$ cat src/rtl/bt_msg_pkg.sv
// Shared types and constants for the Bluetooth message arbiter: FSM state
// encoding, source indices, terminator, and the message text table.
// Optional feature macro used by the block: BT_DROP_CNT_EN.
package bt_msg_pkg;

    typedef enum logic [1:0] {
        ST_IDLE = 2'd0,
        ST_LOAD = 2'd1,
        ST_SEND = 2'd2,
        ST_DONE = 2'd3
    } bt_state_e;

    localparam logic [7:0] TERM_CHAR = 8'h23;

    localparam int SRC_FAULT = 0;
    localparam int SRC_PICK  = 1;
    localparam int SRC_END   = 2;

    localparam int LEN_FAULT = 10;
    localparam int LEN_PICK  = 5;
    localparam int LEN_END   = 5;

    localparam logic [8*LEN_FAULT-1:0] MSG_FAULT = "FIM-CSU1-#";
    localparam logic [8*LEN_PICK-1:0]  MSG_PICK  = "PBM-#";
    localparam logic [8*LEN_END-1:0]   MSG_END   = "END-#";

    // Character idx of message src; positions past the text read as 0 padding.
    function automatic logic [7:0] rom_char(input int src, input int idx);
        logic [7:0] c;
        c = 8'h00;
        case (src)
            SRC_FAULT: if (idx < LEN_FAULT) c = MSG_FAULT[8*(LEN_FAULT-1-idx) +: 8];
            SRC_PICK:  if (idx < LEN_PICK)  c = MSG_PICK[8*(LEN_PICK-1-idx) +: 8];
            SRC_END:   if (idx < LEN_END)   c = MSG_END[8*(LEN_END-1-idx) +: 8];
            default:   c = 8'h00;
        endcase
        return c;
    endfunction

endpackage

$ cat src/rtl/bt_msg_arbiter_if.sv
// Request/UART-TX bundle of the message arbiter.
// Handshake: a character moves on a cycle where tx_valid && tx_ready; while
// tx_valid is high and tx_ready low, tx_data holds and tx_valid stays high.
// drop_cnt exists only when BT_DROP_CNT_EN is defined.
interface bt_msg_arbiter_if #(
    parameter int N_REQ = 3
);
    localparam int GW = (N_REQ > 1) ? $clog2(N_REQ) : 1;

    logic [N_REQ-1:0] req;
    logic [7:0]       tx_data;
    logic             tx_valid;
    logic             tx_ready;
    logic             busy;
    logic [GW-1:0]    grant_id;
    logic             msg_done;
`ifdef BT_DROP_CNT_EN
    logic [7:0]       drop_cnt;
`endif

    modport master (
        input  req,
        input  tx_ready,
        output tx_data,
        output tx_valid,
        output busy,
        output grant_id,
        output msg_done
`ifdef BT_DROP_CNT_EN
        , output drop_cnt
`endif
    );

    modport slave (
        output req,
        output tx_ready,
        input  tx_data,
        input  tx_valid,
        input  busy,
        input  grant_id,
        input  msg_done
`ifdef BT_DROP_CNT_EN
        , input drop_cnt
`endif
    );

endinterface

$ cat src/rtl/bt_msg_rom.sv
// Synchronous-read message ROM addressed by {src, char_idx}; the output
// register only loads when enabled, so the character holds between reads.
module bt_msg_rom
    import bt_msg_pkg::*;
#(
    parameter int SW = 2,
    parameter int IW = 4
) (
    input  logic             clk_50M,
    input  logic             rst_n,
    input  logic             i_en,
    input  logic [SW+IW-1:0] i_addr,
    output logic [7:0]       o_data
);

    logic [7:0]    r_data;
    logic [SW-1:0] w_src;
    logic [IW-1:0] w_idx;

    assign w_src = i_addr[SW+IW-1:IW];
    assign w_idx = i_addr[IW-1:0];

    // Registered read of the addressed character
    always_ff @(posedge clk_50M or negedge rst_n) begin
        if (!rst_n) begin
            r_data <= 8'h00;
        end else if (i_en) begin
            r_data <= rom_char(int'(w_src), int'(w_idx));
        end
    end

    assign o_data = r_data;

endmodule

$ cat src/rtl/bt_msg_arbiter.sv
// Round-robin owner of the Bluetooth UART TX: latches one-cycle requests in a
// pending register, grants one source at a time and streams its '#'-terminated
// message from the ROM. Optional duplicate-drop counter: BT_DROP_CNT_EN.
module bt_msg_arbiter
    import bt_msg_pkg::*;
#(
    parameter int         N_REQ       = 3,
    parameter int         MSG_MAX_LEN = 16,
    parameter logic [7:0] TERM_CHAR   = 8'h23
) (
    input  logic            clk_50M,
    input  logic            rst_n,
    bt_msg_arbiter_if.master bt,
    output bt_state_e       o_dbg_state
);

    localparam int GW = (N_REQ > 1) ? $clog2(N_REQ) : 1;
    localparam int IW = (MSG_MAX_LEN > 1) ? $clog2(MSG_MAX_LEN) : 1;

    bt_state_e        r_state;
    bt_state_e        w_state_nxt;
    logic [N_REQ-1:0] r_pend;
    logic [N_REQ-1:0] w_clr;
    logic [GW-1:0]    r_grant_id;
    logic [GW-1:0]    r_last_grant;
    logic [IW-1:0]    r_char_idx;
    logic             r_msg_done;
    logic [7:0]       w_rom_q;
    logic             w_any;
    logic [GW-1:0]    w_sel;
    int               w_idx;
    logic             w_grant;
    logic             w_rom_en;
    logic             w_next_char;
    logic             w_finish;

    // Round-robin pick: first pending source after the last one served
    always_comb begin
        w_any = 1'b0;
        w_sel = '0;
        w_idx = 0;
        for (int k = 0; k < N_REQ; k++) begin
            w_idx = (int'(r_last_grant) + 1 + k) % N_REQ;
            if (!w_any && r_pend[w_idx]) begin
                w_any = 1'b1;
                w_sel = GW'(w_idx);
            end
        end
    end

    // State register
    always_ff @(posedge clk_50M or negedge rst_n) begin
        if (!rst_n) begin
            r_state <= ST_IDLE;
        end else begin
            r_state <= w_state_nxt;
        end
    end

    // Next-state and per-state control strobes
    always_comb begin
        w_state_nxt = r_state;
        w_grant     = 1'b0;
        w_rom_en    = 1'b0;
        w_next_char = 1'b0;
        w_finish    = 1'b0;
        case (r_state)
            ST_IDLE: begin
                if (w_any) begin
                    w_grant     = 1'b1;
                    w_state_nxt = ST_LOAD;
                end
            end
            ST_LOAD: begin
                w_rom_en    = 1'b1;
                w_state_nxt = ST_SEND;
            end
            ST_SEND: begin
                if (bt.tx_ready) begin
                    // The length guard stops a message that lost its terminator
                    if (w_rom_q == TERM_CHAR || r_char_idx == IW'(MSG_MAX_LEN - 1)) begin
                        w_state_nxt = ST_DONE;
                    end else begin
                        w_next_char = 1'b1;
                        w_state_nxt = ST_LOAD;
                    end
                end
            end
            ST_DONE: begin
                w_finish    = 1'b1;
                w_state_nxt = ST_IDLE;
            end
            default: w_state_nxt = ST_IDLE;
        endcase
    end

    // Clear mask for the source being granted this cycle
    always_comb begin
        w_clr = '0;
        if (w_grant) w_clr[w_sel] = 1'b1;
    end

    // Pending bits: a request arriving on the grant cycle re-queues the source
    always_ff @(posedge clk_50M or negedge rst_n) begin
        if (!rst_n) begin
            r_pend <= '0;
        end else begin
            r_pend <= (r_pend & ~w_clr) | bt.req;
        end
    end

    // Grant bookkeeping, character cursor and the registered done pulse
    always_ff @(posedge clk_50M or negedge rst_n) begin
        if (!rst_n) begin
            r_grant_id   <= '0;
            r_last_grant <= GW'(N_REQ - 1);
            r_char_idx   <= '0;
            r_msg_done   <= 1'b0;
        end else begin
            r_msg_done <= w_finish;
            if (w_grant) begin
                r_grant_id <= w_sel;
                r_char_idx <= '0;
            end else if (w_next_char) begin
                r_char_idx <= r_char_idx + IW'(1);
            end
            if (w_finish) r_last_grant <= r_grant_id;
        end
    end

    bt_msg_rom #(
        .SW (GW),
        .IW (IW)
    ) u_rom (
        .clk_50M (clk_50M),
        .rst_n   (rst_n),
        .i_en    (w_rom_en),
        .i_addr  ({r_grant_id, r_char_idx}),
        .o_data  (w_rom_q)
    );

`ifdef BT_DROP_CNT_EN
    logic [7:0]       r_drop_cnt;
    logic [N_REQ-1:0] w_dup;
    logic [9:0]       w_drop_sum;

    // Requests landing on an already pending, not-being-granted source
    always_comb begin
        w_dup      = bt.req & r_pend & ~w_clr;
        w_drop_sum = 10'(r_drop_cnt) + 10'($countones(w_dup));
    end

    // Saturating duplicate counter
    always_ff @(posedge clk_50M or negedge rst_n) begin
        if (!rst_n) begin
            r_drop_cnt <= 8'h00;
        end else begin
            r_drop_cnt <= (w_drop_sum > 10'd255) ? 8'hFF : w_drop_sum[7:0];
        end
    end

    assign bt.drop_cnt = r_drop_cnt;
`endif

    assign bt.tx_valid  = (r_state == ST_SEND);
    assign bt.tx_data   = w_rom_q;
    assign bt.busy      = (r_state != ST_IDLE);
    assign bt.grant_id  = r_grant_id;
    assign bt.msg_done  = r_msg_done;
    assign o_dbg_state  = r_state;

endmodule
$ cat src/flat_wrapper.sv
// flat-port wrapper written by rule: the top's interface ports become plain ports
module bt_msg_arbiter_flat import bt_msg_pkg::*;
#(
    parameter int         N_REQ       = 3,
    parameter int         MSG_MAX_LEN = 16,
    parameter logic [7:0] TERM_CHAR   = 8'h23
)
  (clk_50M, rst_n, o_dbg_state, bt_req, bt_tx_ready, bt_tx_data, bt_tx_valid, bt_busy, bt_grant_id, bt_msg_done);
  bt_msg_arbiter_if #(.N_REQ(N_REQ)) bt_i ();
  input  logic clk_50M;
  input  logic rst_n;
  output bt_state_e o_dbg_state;
  input wire logic [$bits(bt_i.req)-1:0] bt_req;
  input wire logic [$bits(bt_i.tx_ready)-1:0] bt_tx_ready;
  output wire logic [$bits(bt_i.tx_data)-1:0] bt_tx_data;
  output wire logic [$bits(bt_i.tx_valid)-1:0] bt_tx_valid;
  output wire logic [$bits(bt_i.busy)-1:0] bt_busy;
  output wire logic [$bits(bt_i.grant_id)-1:0] bt_grant_id;
  output wire logic [$bits(bt_i.msg_done)-1:0] bt_msg_done;
  assign bt_i.req = bt_req;
  assign bt_i.tx_ready = bt_tx_ready;
  assign bt_tx_data = bt_i.tx_data;
  assign bt_tx_valid = bt_i.tx_valid;
  assign bt_busy = bt_i.busy;
  assign bt_grant_id = bt_i.grant_id;
  assign bt_msg_done = bt_i.msg_done;
  bt_msg_arbiter #(.N_REQ(N_REQ), .MSG_MAX_LEN(MSG_MAX_LEN), .TERM_CHAR(TERM_CHAR)) u_core (.clk_50M(clk_50M), .rst_n(rst_n), .bt(bt_i), .o_dbg_state(o_dbg_state));
endmodule
$ cat config.mk
export PLATFORM = sky130hd
export DESIGN_NAME = bt_msg_arbiter_flat
export DESIGN_NICKNAME = d
export VERILOG_FILES = /design/src/rtl/bt_msg_pkg.sv /design/src/rtl/bt_msg_arbiter_if.sv /design/src/rtl/bt_msg_rom.sv /design/src/rtl/bt_msg_arbiter.sv /design/src/flat_wrapper.sv
export SDC_FILE = /design/constraint.sdc
export NUM_CORES = 1
export LEC_CHECK = 0
export CORE_MARGIN = 4
export CORE_UTILIZATION = 30
export DETAILED_ROUTE_END_ITERATION = 8
export SETUP_SLACK_MARGIN = 0.3
export SLEW_MARGIN = 30
export SYNTH_ARGS = -nofsm -noshare
export SYNTH_HDL_FRONTEND = slang
export SYNTH_SLANG_ARGS = --single-unit
$ cat constraint.sdc
create_clock -name clk_50M -period 5 [get_ports clk_50M]
set_input_delay 1.25 -clock clk_50M [delete_from_list [all_inputs] [get_ports clk_50M]]
set_output_delay 1.25 -clock clk_50M [all_outputs]
set_load 0.005 [all_outputs]
==> results of run 1 <==
==> area by class of cell <==
type,count,area [um2]
inverters,11,41.29
fillers,514,3007
repair buffers,19,185.2
flip-flops and latches,21,526.8
clock buffers,4,45.04
multi-input cells,143,928.4
well taps,67,83.83
==> power breakdown <==
group	internal [mW]	switching [mW]	leakage [nW]
Clock	0.0567	0.0549	0.0228
Sequential	0.230	0.0677	0.259
Combinational	0.261	0.278	0.425
==> worst max-delay path, stage by stage (launching register included) <==
cell	delay, ps
dfrtp_1	410
nor2b_1	280
clkdlybuf4s50_1	560
==> stage by stage <==
step	setup WS, ps	cell area (um2)
after floorplan	2868	1530
after global routing	2117	1810
after detailed placement	2400	1770
after CTS	2218	1815
after global placement	2408	1770
final	2245	1810
==> cell usage after synthesis (all sizes together), types with 2 or more instances <==
master and count:
nand3 5, nand2 22, o21ai 17, nor3 5, o211ai 5, nand2b 3
dfrtp 20, inv 11, nor2b 7, mux2i 2, o32a 2, nor2 17
a21o 5, nand3b 2, mux2 2, a32oi 3, clkbuf 7, a21oi 11
xnor2 4, ha 8
==> flip-flops by register name, indices dropped and copies added (netlist names) <==
signal,cells
u_core.o_dbg_state,2
u_core.r_char_idx,4
u_core.bt.msg_done,1
u_core.u_rom.o_data,7
u_core.r_pend,3
u_core.bt.grant_id,2
u_core.r_last_grant,2
==> path summary, 6_finish.rpt <==
kind                                   startpoint                endpoint  slack (ps)
max                         u_core.o_dbg_state[1]             bt_tx_valid        2240
min                        u_core.u_rom.o_data[5]  u_core.u_rom.o_data[5]         510
max reg2reg                u_core.r_last_grant[1]        u_core.r_pend[1]        2650
min reg2reg                u_core.u_rom.o_data[5]  u_core.u_rom.o_data[5]         510
max in group asynchronous                   rst_n  u_core.r_last_grant[1]        3720
min in group asynchronous                   rst_n  u_core.u_rom.o_data[5]         940
==> routing by layer <==
| layer | share of wire [%] | vias up | global-route usage [%] |
|---|---|---|---|
| met1 | 54 | 647 | 18.56 |
| met3 | 4.4 | 2 | 2.709 |
| met4 | 0.69 | 0 | 2.749 |
| li1 | - | 684 | - |
| met5 | 0 | - | 0 |
| met2 | 41 | 29 | 16.28 |
==> logic make-up (layout without fill, tap and decap cells) <==
logic type,after synthesis,after routing,share of synthesized area (%)
xor+xnor,5,5,2.862
buf+inv,19,34,4.906
simple gates,68,68,21.50
fa+ha+maj,9,9,7.277
other cells,1,1,0.2451
compound gates,56,56,25.76
flops,21,21,34.42
mux,4,4,3.025
==> results by group, run 1 <==
Placement
  – Dpl cells: 261
  – Count of input and output buffers: 19
  – GP Congestion: 0.8734
  – Hpwl dp: 2716 um

Pwr
  – Worst IR drop on VDD: 0.0002616 V
  – Pwr/cell area: 524.2 nW/um2
  – Total leakage power: 0.7066 nW
  – Total power: 0.9490 mW

Drt
  – Router iterations before antenna repair: 4
  – Avg WL per Cell: 13.77 um
  – Drt drc: 0
  – Total wire length: 3648 um
  – Iter 0 DRT Violations: 115
  – Antenna-violating nets left: 0
  – Vias per inst: 5.140
  – Via count: 1362

STA
  – Fmax: 362.9 MHz
  – Fin crit share: 55.10%
  – Slew at the pin closest to its max-slew limit: 661.4 ps
  – Post-Route Skew: 3.254 ps
  – Final-report hold violation count: 0
  – Setup TNS: 0 ps
  – Final setup fails: 0
  – RSZ-0062 raised after global routing: false
  – Hold_ws: 505.8 ps
  – Pins Over Slew Limit: 0
  – Final min period: 2755 ps
  – Worst slew margin: 55.91%

CTS
  – CTS Root Cell: clkbuf_8
  – Num CTS Buffers: 3
  – Htree depth: 1
  – Clock latency on the worst-skew pair: 260 ps
  – Hold_buf cts: 0
  – Gates resized, CTS repair: 0
  – TritonCTS Sinks: 21
  – TritonCTS clock tree: yes
  – Post-CTS setup buffers: 0
  – Clock transition at path regs: 80 ps
  – CTS Buffer Depth: 2

Worst setup path
  – Worst setup path class: flip-flop to primary output
  – Worst setup EP type: primary output
  – Critical Path RT: 3750 ps
  – Reg2Reg Depth: 6
  – Crit Path Max Fanout: 6
  – Startpoint Class: flip-flop
  – Worst endpoint data arrival time: 1510 ps

Floorplanning
  – Core Area: 4817 um2
  – Core Rows: 25
  – Chip Height: 79.42 um
  – Die width: 79.42 um
  – Die ar.: 6308 um2
  – I/O pin count: 21
  – Initial Utilization: 31.77%

Logic synthesis
  – Main synth FF type: dfrtp_1
  – Share of the synthesized area in the top cell type: 32.71%
  – Post-Syn Area: 1530 um2
  – Seq cells post-synth: 21
  – Sequential share of the synthesized area: 34.42%
  – Syn_nets: 197
  – Gate Count Post-Synth: 183
  – Synth unique cells: 48
  – Synth area leaders: dfrtp_1 33%, ha_1 6.5%, o21ai_0 5.6%
  – Post-synth EDFFs: 0
  – Mapped Avg Cell Area: 8.362 um2
  – Area leader, netlist: dfrtp_1
  – Syn. warnings: 0
  – Post-synth ARST share: 100.0%

Layout
  – Most frequent cells in the layout: 22 x nand2_1, 20 x dfrtp_1, 18 x clkdlybuf4s50_1
  – Layout cells sized above 1: 7.576%
  – Most common cell after layout, fill and taps aside: nand2_1
  – Fin util: 37.58%
  – Final #Nets: 213
  – Syn-to-layout area delta: 18.32%
  – Fin cells: 265
  – Antenna cells: 0

GRT
  – Total gr overflow: 0
  – Number of global-route vias before repair: 1220
  – First-pass GRT wire length: 5947 um
  – Overall routing resource usage: 11.90%
  – Initial antenna violation count: 0
  – Largest net degree at the start of global routing: 24

Job
  – Max-Cap Viols: 0

Hold path
  – Worst hold path type: flip-flop to flip-flop
  – Worst Hold Path Cells: 2

Status
  – Status: completed
Power figures use the tool's default switching activity.
==> run 2, diff against run 1 <==
==> constraint.sdc (replaced) <==
create_clock -name clk_50M -period 2.9 [get_ports clk_50M]
set_input_delay 0.725 -clock clk_50M [delete_from_list [all_inputs] [get_ports clk_50M]]
set_output_delay 0.725 -clock clk_50M [all_outputs]
set_load 0.005 [all_outputs]
==> results by group, run 2 (synthesis results as in run 1) <==
Layout
  – Most common cell after layout, fill and taps aside: nand2_1 (unchanged)
  – Most frequent cells in the layout: 22 x nand2_1, 20 x dfrtp_1, 19 x clkdlybuf4s50_1 (was 22 x nand2_1, 20 x dfrtp_1, 18 x clkdlybuf4s50_1)
  – Layout cells sized above 1: 8.458% (was 7.576%)
  – Syn-to-layout area delta: 20.11% (was 18.32%)
  – Antenna cells: 0 (unchanged)
  – Finished Cell Area: 1838 um2 (was 1810 um2)
  – Fin cells: 268 (was 265)
  – Final #Nets: 216 (was 213)
  – Fillers: 526 (was 514)
  – Max reg flops: 7 (unchanged)

Pwr
  – Total leakage power: 0.7221 nW (was 0.7066 nW)
  – Pwr/cell area: 893.3 nW/um2 (was 524.2 nW/um2)
  – Net switching power figure: 0.6909 mW (was 0.4012 mW)
  – Clock share of power: 11.5% (was 11.8%)
  – Share of total power in sequential cells: 30.6% (was 31.4%)
  – Switch share: 42.08% (was 42.28%)
  – Internal power: 0.9511 mW (was 0.5478 mW)
  – Gate power share: 57.9% (was 56.9%)
  – Worst IR drop on VDD: 0.0002689 V (was 0.0002616 V)

GRT
  – Overall routing resource usage: 12.20% (was 11.90%)
  – Number of global-route vias before repair: 1259 (was 1220)
  – Total gr overflow: 0 (unchanged)
  – First-pass GRT wire length: 6127 um (was 5947 um)
  – Initial antenna violation count: 0 (unchanged)
  – Largest net degree at the start of global routing: 24 (unchanged)

STA
  – Final setup fails: 0 (unchanged)
  – Fmax: 424.3 MHz
  – Pins Over Slew Limit: 0 (unchanged)
  – Setup TNS: 0 ps (unchanged)
  – Final min period: 2357 ps
  – RSZ-0062 raised after global routing: false (unchanged)
  – Post-route setup slack: 543.0 ps (was 2245 ps)
  – Final-report hold violation count: 0 (unchanged)
  – Post-Route Skew: 1.767 ps (was 3.254 ps)
  – Slew at the pin closest to its max-slew limit: 642.4 ps (was 661.4 ps)
  – Fin crit share: 81.27%
  – Hold_ws: 491.1 ps (was 505.8 ps)
  – Worst slew margin: 57.17% (was 55.91%)

Floorplanning
  – Core Area: 4817 um2 (unchanged)
  – I/O pin count: 21 (unchanged)
  – Die width: 79.42 um (unchanged)
  – Initial Utilization: 31.77% (unchanged)
  – Core Rows: 25 (unchanged)
  – Chip Height: 79.42 um (unchanged)
  – Die ar.: 6308 um2 (unchanged)

Status
  – Status: completed (unchanged)

Worst setup path
  – Startpoint Class: flip-flop (unchanged)
  – Worst endpoint data arrival time: 2510 ps (was 1510 ps)
  – Worst path slowest cell: a2111oi_4 (was clkdlybuf4s50_1)
  – Worst setup EP type: flip-flop (was primary output)
  – Reg2Reg Depth: 6 (unchanged)
  – Crit Path Max Fanout: 10 (was 6)
  – Critical Path, Cell by Cell: inv_1, ha_1, maj3_2, a2111oi_4, nand2_1, a21o_2 (was nor2b_1, clkdlybuf4s50_1)
  – Slowest stage delay, CP: 660 ps (was 560 ps)
  – Critical Path RT: 3060 ps (was 3750 ps)
  – Worst setup path class: flip-flop to flip-flop (was flip-flop to primary output)

Drt
  – Antenna-violating nets left: 0 (unchanged)
  – Iter 0 DRT Violations: 149 (was 115)
  – Drt drc: 0 (unchanged)
  – Vias per inst: 5.131 (was 5.140)
  – Total wire length: 3665 um (was 3648 um)
  – Via count: 1375 (was 1362)
  – Router iterations before antenna repair: 5 (was 4)
  – Avg WL per Cell: 13.68 um (was 13.77 um)

Placement
  – Count of input and output buffers: 19 (unchanged)
  – Hpwl dp: 2758 um (was 2716 um)
  – Placed cell areas: 1793 um2 (was 1770 um2)
  – Dpl cells: 264 (was 261)
  – Pre-CTS setup slack: 563.6 ps (was 2400 ps)
  – GP Congestion: 0.9220 (was 0.8734)

CTS
  – Clock transition at path regs: 70 ps (was 80 ps)
  – Num CTS Buffers: 3 (unchanged)
  – Gates resized, CTS repair: 0 (unchanged)
  – TritonCTS Sinks: 21 (unchanged)
  – TritonCTS clock tree: yes (unchanged)
  – Htree depth: 1 (unchanged)
  – CTS Root Cell: clkbuf_8 (unchanged)
  – Clock latency on the worst-skew pair: 260 ps (about the same)
  – Post-CTS setup buffers: 0 (unchanged)
  – Hold_buf cts: 0 (unchanged)
  – CTS Buffer Depth: 2 (unchanged)

Job
  – Max-Cap Viols: 0 (unchanged)

Hold path
  – Worst hold path type: flip-flop to flip-flop (unchanged)
  – Worst Hold Path Cells: 2 (unchanged)
run 2: per-layer routing:
layer / vias to the layer above / wire, um / track usage, %
li1: 684 / - / -
met1: 637 / 1752 / 17.55
met2: 47 / 1592 / 18.20
met3: 7 / 275 / 3.273
met4: 0 / 44 / 2.577
met5: - / 0 / 0
run 2: cell type report:
class	count	area [um2]	share of cell area [%]
well taps	67	83.83	4.561
repair buffers	22	212.7	11.57
clock buffers	4	45.04	2.451
flip-flops and latches	21	526.8	28.66
multi-input cells	143	928.4	50.51
inverters	11	41.29	2.246
run 2: worst paths after layout:
check,from,endpoint,slack (ps)
hold / removal,u_core.u_rom.o_data[1],u_core.u_rom.o_data[1],490
hold reg to reg,u_core.u_rom.o_data[1],u_core.u_rom.o_data[1],490
min in group asynchronous,rst_n,u_core.bt.msg_done,810
max in group asynchronous,rst_n,u_core.r_last_grant[1],1820
setup reg to reg,u_core.r_last_grant[1],u_core.r_pend[1],540
setup / recovery,u_core.r_last_grant[1],u_core.r_pend[1],540
run 2: stage by stage:
| stage | power [mW] | utilization [%] |
|---|---|---|
| 2_1_floorplan | 1.109 | - |
| 3_3_place_gp | 1.452 | 37.22 |
| 3_5_place_dp | 1.453 | 37.22 |
| 4_1_cts | 1.649 | 38.16 |
| 5_1_grt | 1.789 | 38.16 |
| 6_report | 1.642 | 38.16 |
run 2: critical path: cells and delay by family, from the launching register on:
| kind | cells | cell delay (ps) |
|---|---|---|
| adder cells (fa/ha/maj) | 2 | 640 |
| flip-flops | 1 | 530 |
| buffers and inverters | 1 | 40 |
| AND/OR/NAND/NOR | 1 | 140 |
| AO/OA/AOI/OAI | 2 | 900 |
run 2: power groups by stage:
stage,combinational [mW],sequential [mW],clock [mW]
after floorplan,0.626,0.484,0
after global placement,0.942,0.510,0
after detailed placement,0.943,0.510,0
after CTS,0.948,0.504,0.198
after global routing,1.05,0.522,0.214
final,0.951,0.503,0.188
